File: src/rtl/ram_bist_ctrl.sv
// rtl/ram_bist_ctrl.sv - march self-test controller driving a 4x4 RAM array
// Optional: define RAM_BIST_STOP_ON_FAIL_EN to abort the test at the first mismatching read.
module ram_bist_ctrl #(
  parameter int unsigned ACC_CYCLES = 2,
  parameter logic [3:0]  PATTERN    = 4'b1010
) (
  input  logic       clk,
  input  logic       reset,
  input  logic       start,
  output logic       busy,
  output logic       done,
  output logic       pass,
  output logic [3:0] err_count,
  output logic [1:0] fail_addr,
  output logic [3:0] fail_data,
  output logic       ram_cs_n,
  output logic       ram_rw,
  output logic [1:0] ram_addr,
  output logic [3:0] ram_wdata,
  input  logic [3:0] ram_rdata
);

  typedef enum logic [2:0] {IDLE, SETUP, STROBE, RECOVER, FINISH} state_t;

`ifdef RAM_BIST_STOP_ON_FAIL_EN
  localparam logic STOP_ON_FAIL = 1'b1;
`else
  localparam logic STOP_ON_FAIL = 1'b0;
`endif

  localparam logic [2:0] STROBE_LAST = 3'(ACC_CYCLES - 1);
  localparam logic [3:0] LAST_ACCESS = 4'd15;

  state_t     state;
  logic [3:0] acc_idx;
  logic [2:0] strobe_cnt;
  logic       abort;

  logic [3:0] next_idx;
  logic [1:0] next_addr;
  logic       next_rw;
  logic [3:0] next_wdata;
  logic [3:0] expect_data;
  logic       mismatch;

  // acc_idx = {pass, step}; passes 2 and 3 walk downwards with complemented data,
  // odd passes are reads.
  always_comb begin
    next_idx    = acc_idx + 4'd1;
    next_addr   = next_idx[3] ? ~next_idx[1:0] : next_idx[1:0];
    next_rw     = ~next_idx[2];
    next_wdata  = next_rw ? (next_idx[3] ? ~PATTERN : PATTERN) : 4'h0;
    expect_data = acc_idx[3] ? ~PATTERN : PATTERN;
    mismatch    = !ram_rw && (ram_rdata != expect_data);
  end

  always_ff @(posedge clk or negedge reset) begin
    if (!reset) begin
      state      <= IDLE;
      acc_idx    <= '0;
      strobe_cnt <= '0;
      abort      <= 1'b0;
      busy       <= 1'b0;
      done       <= 1'b0;
      pass       <= 1'b0;
      err_count  <= '0;
      fail_addr  <= '0;
      fail_data  <= '0;
      ram_cs_n   <= 1'b1;
      ram_rw     <= 1'b0;
      ram_addr   <= '0;
      ram_wdata  <= '0;
    end else begin
      case (state)
        IDLE: begin
          done <= 1'b0;
          if (start) begin
            state     <= SETUP;
            acc_idx   <= '0;
            abort     <= 1'b0;
            busy      <= 1'b1;
            pass      <= 1'b0;
            err_count <= '0;
            fail_addr <= '0;
            fail_data <= '0;
            ram_cs_n  <= 1'b1;
            ram_rw    <= 1'b1;
            ram_addr  <= 2'd0;
            ram_wdata <= PATTERN;
          end
        end

        SETUP: begin
          ram_cs_n   <= 1'b0;
          strobe_cnt <= '0;
          state      <= STROBE;
        end

        STROBE: begin
          if (strobe_cnt == STROBE_LAST) begin
            ram_cs_n <= 1'b1;
            state    <= RECOVER;
            // Read data is captured on the edge that closes the strobe window.
            if (mismatch) begin
              err_count <= err_count + 4'd1;
              if (err_count == 4'd0) begin
                fail_addr <= ram_addr;
                fail_data <= ram_rdata;
              end
              abort <= STOP_ON_FAIL;
            end
          end else begin
            strobe_cnt <= strobe_cnt + 3'd1;
          end
        end

        RECOVER: begin
          if (abort || acc_idx == LAST_ACCESS) begin
            state     <= FINISH;
            busy      <= 1'b0;
            done      <= 1'b1;
            pass      <= (err_count == 4'd0);
            ram_rw    <= 1'b0;
            ram_addr  <= '0;
            ram_wdata <= '0;
          end else begin
            state     <= SETUP;
            acc_idx   <= next_idx;
            ram_rw    <= next_rw;
            ram_addr  <= next_addr;
            ram_wdata <= next_wdata;
          end
        end

        FINISH: begin
          done  <= 1'b0;
          state <= IDLE;
        end

        default: state <= IDLE;
      endcase
    end
  end

endmodule

File: config.mk
export PLATFORM = sky130hd
export DESIGN_NAME = ram_bist_ctrl
export DESIGN_NICKNAME = d
export VERILOG_FILES = /design/src/rtl/ram_bist_ctrl.sv
export SDC_FILE = /design/constraint.sdc
export NUM_CORES = 1
export LEC_CHECK = 0
export CAP_MARGIN = 20
export CORE_MARGIN = 2
export CORE_UTILIZATION = 40
export CTS_CLUSTER_DIAMETER = 200
export DETAILED_ROUTE_END_ITERATION = 8
export GPL_TIMING_DRIVEN = 0
export PLACE_DENSITY = 0.63
export SYNTH_ARGS = -nofsm -noshare
export SYNTH_HDL_FRONTEND = slang
export SYNTH_SLANG_ARGS = --single-unit
File: constraint.sdc
create_clock -name clk -period 1.85 [get_ports clk]
set_input_delay 0.37 -clock clk [delete_from_list [all_inputs] [get_ports clk]]
set_output_delay 0.37 -clock clk [all_outputs]
set_load 0.01 [all_outputs]
==> results.md <==
- Status: complete, no violations
- DRC Markers: 0
- Max Cap Viol: 0
- CTS tree: built
- Cells after Synth: 168
- # rows: 23
- Max-slew violations: 0
- Antenna violations before repair: 0
- Critical path class: in2reg
- Core Box Area: 0.003914 mm²
- CP top delay family: simple AND/OR/NAND/NOR gates
- CTS Hold Bufs: 0
- GRT Resource Usage Total: 19.01%
- Share of layout cells above drive strength 1: 15.05%
- Vias: 1377
- Pleak: 0.9781 nW
- Routed Antenna Nets: 0
- Place WS: -0.2127 ns
- Die area: 0.004529 mm²
- Crit path capture: err_count[3]
- Worst path cell trace: clkdlybuf4s50_1 -> nor3b_2 -> a31o_2 -> or4_1 -> a21boi_1
- Fin util: 53.58%
- Maximum fanout along the worst path: 5
- Io pins: 28
- Post-synth EDFFs: 0
- Setup violations, final: 0
- Worst-case reg-to-reg path depth: 5
- Area grow syn2layout: 30.84%
- Measured slew at the worst slew-check pin: 0.7069 ns
- Overall power: 1.246 mW
- Synth Register Bits: 29
- PnR worst setup slack: 0.1204 ns
- Drt pass-1 iters: 4
- Fin cells: 256
- Critical-path top delay cell: or4_1
- Peak supply drop: 0.0004695 V
- Antenna Diode Count: 0
- Prevailing post-synth register cell: dfrtp_1
- Dpl hpwl: 2.692 mm
- Clock Tree Root: clkbuf_8
- Final Hold Fails: 0
- Vert. Die Dim: 67.30 µm
- Global placement routability congestion: 0.8422
- Rel. slew slack: 52.73%
- CTS sink count: 29
- CTS clk-pin slew, worst paths: 0.06 ns
- Ys async rst share: 100.0%
- Ratio of total power to cell area: 594.2 mW/mm²
- Setup TNS: 0 ns
- Final WL: 3.789 mm
- CP max stage delay: 0.47 ns
- H-tree depth: 2
- WP buf/inv: 1
- Nature of the critical path startpoint: input port
- Die X: 67.30 µm
- CP required: 2.06 ns
- Vias per inst: 5.379
- Largest buffer count on any clock path: 2
- TritonCTS Buffers: 5
- First-pass GRT wire length: 6.444 mm
- Synth cell types: 47
- Final #Nets: 217
- Post-Syn Nets: 180
- Reg-to-reg slack, setup: 0.15 ns
- Drt initial violations: 54
- Worst skew pair latency: 0.28 ns
- Sequential area share after synthesis: 45.36%
- Vias in the first global route: 1385
- Post-route design area: 0.002097 mm²
- Worst setup path startpoint: ram_rdata[1]
- Maximum clock frequency: 0.5782 GHz
- Mapped Area: 0.001603 mm²
- Crit path capture type: register
- I/O Buffers: 27
- WHS: 0.4871 ns
- Mean Syn Cell Area: 9.540 µm²
- Cells after DPL: 246
- Gr ovfl total: 0
- Largest net degree at the start of global routing: 18
- Skew final: 0.006104 ns
- Critical path depth: 5
- Starting Density: 40.95%
- Routed len/inst: 14.80 µm
- YS warnings: 0
- CP arrival: 1.94 ns
- Final Cycle Share: 93.49%
- R2r endpoint: fail_addr[1]
- Final min period: 1.730 ns
- Cell Area, Placed: 0.001963 mm²
- RSZ-0062 raised after global routing: false
- Hold WC Path Type: reg2reg
- R2r startpoint: state[0]
## worst reg2reg max path, cell delays in order, from the launching register on
cell      delay [ns]
dfrtp_1         0.36
buf_2           0.16
or3b_4          0.41
a311oi_4        0.42
nand4_1         0.17
o211ai_1        0.11
## worst min path at each step
stage                     startpoint         end  cells past startpoint
after global placement          busy        busy                      2
after detailed placement        busy        busy                      2
after global routing            busy        busy                      2
final                           busy        busy                      2
after floorplan                reset  acc_idx[0]                      0
after CTS                       busy        busy                      2
## synth_stat cells (all sizes together) (2+ instances only)
cell | n | area, µm²
ha | 5 | 62.56
a21o | 3 | 22.52
or3b | 2 | 20.02
or2 | 2 | 12.51
nand2b | 2 | 12.51
dfrtp | 28 | 700.7
o21bai | 2 | 15.01
inv | 8 | 30.03
o211ai | 8 | 60.06
o21ai | 13 | 68.81
a22o | 3 | 26.28
a21oi | 10 | 57.56
xnor2 | 4 | 35.03
nor3b | 3 | 32.53
nor3 | 2 | 10.01
nand3b | 2 | 15.01
a31o | 2 | 17.52
buf | 4 | 25.02
nor2 | 5 | 18.77
nand3 | 2 | 10.01
clkbuf | 3 | 11.26
and3b | 2 | 17.52
nand4 | 6 | 37.54
nand2 | 31 | 116.4
## where the power goes
part / total (mW) / internal (mW) / switching, mW
sequential: 0.658 / 0.643 / 0.0147
combinational: 0.0872 / 0.0465 / 0.0407
clock: 0.501 / 0.267 / 0.234
## layout by cell type (no fill, tap or decap), types with 6 or more instances in the layout
master            n
clkdlybuf4s50_1  27
nand2_1          31
o211ai_1          8
nand4_1           6
a21oi_1           8
dfrtp_1          28
o21ai_0          11
inv_1             7
## timing repair
action                                  CTS  global route
hold endpoints to repair                  0             0
gates resized for setup                   1             7
gates cloned                              0             0
buffers inserted                          0             3
endpoints found under the setup margin    6            11
## cell type report
type / instances / area, µm²
Inverter: 8 / 30.03
Sequential cell: 29 / 726.9
Multi-Input combinational cell: 124 / 843.3
Timing Repair Buffer: 31 / 320.3
Tap cell: 50 / 62.56
Buffer: 6 / 33.78
Fill cell: 382 / 1817
Clock buffer: 8 / 80.08
## state kept, by name, summed over array words and instances (netlist names)
| name | cells |
|---|---|
| ram_rw | 1 |
| ram_cs_n | 1 |
| ram_wdata | 2 |
| fail_data | 4 |
| acc_idx | 4 |
| state | 3 |
| strobe_cnt | 3 |
| ram_addr | 2 |
| err_count | 4 |
| fail_addr | 2 |
| done | 1 |
| busy | 1 |
| pass | 1 |
## per-layer routing
metal / up-vias / global-route usage, % / wire, µm
met5: - / 0 / 0
met4: 0 / 6.122 / 42
met3: 6 / 5.500 / 191
met2: 33 / 31.19 / 1855
met1: 659 / 24.13 / 1699
li1: 679 / - / -
## cells by family after synthesis
family | synth area share, %
compound gates | 21.94
buf+inv | 4.137
xor+xnor | 2.732
simple gates | 21.31
fa+ha+maj | 3.903
mux | 0.6245
flops | 45.36
Power figures use the tool's default switching activity.
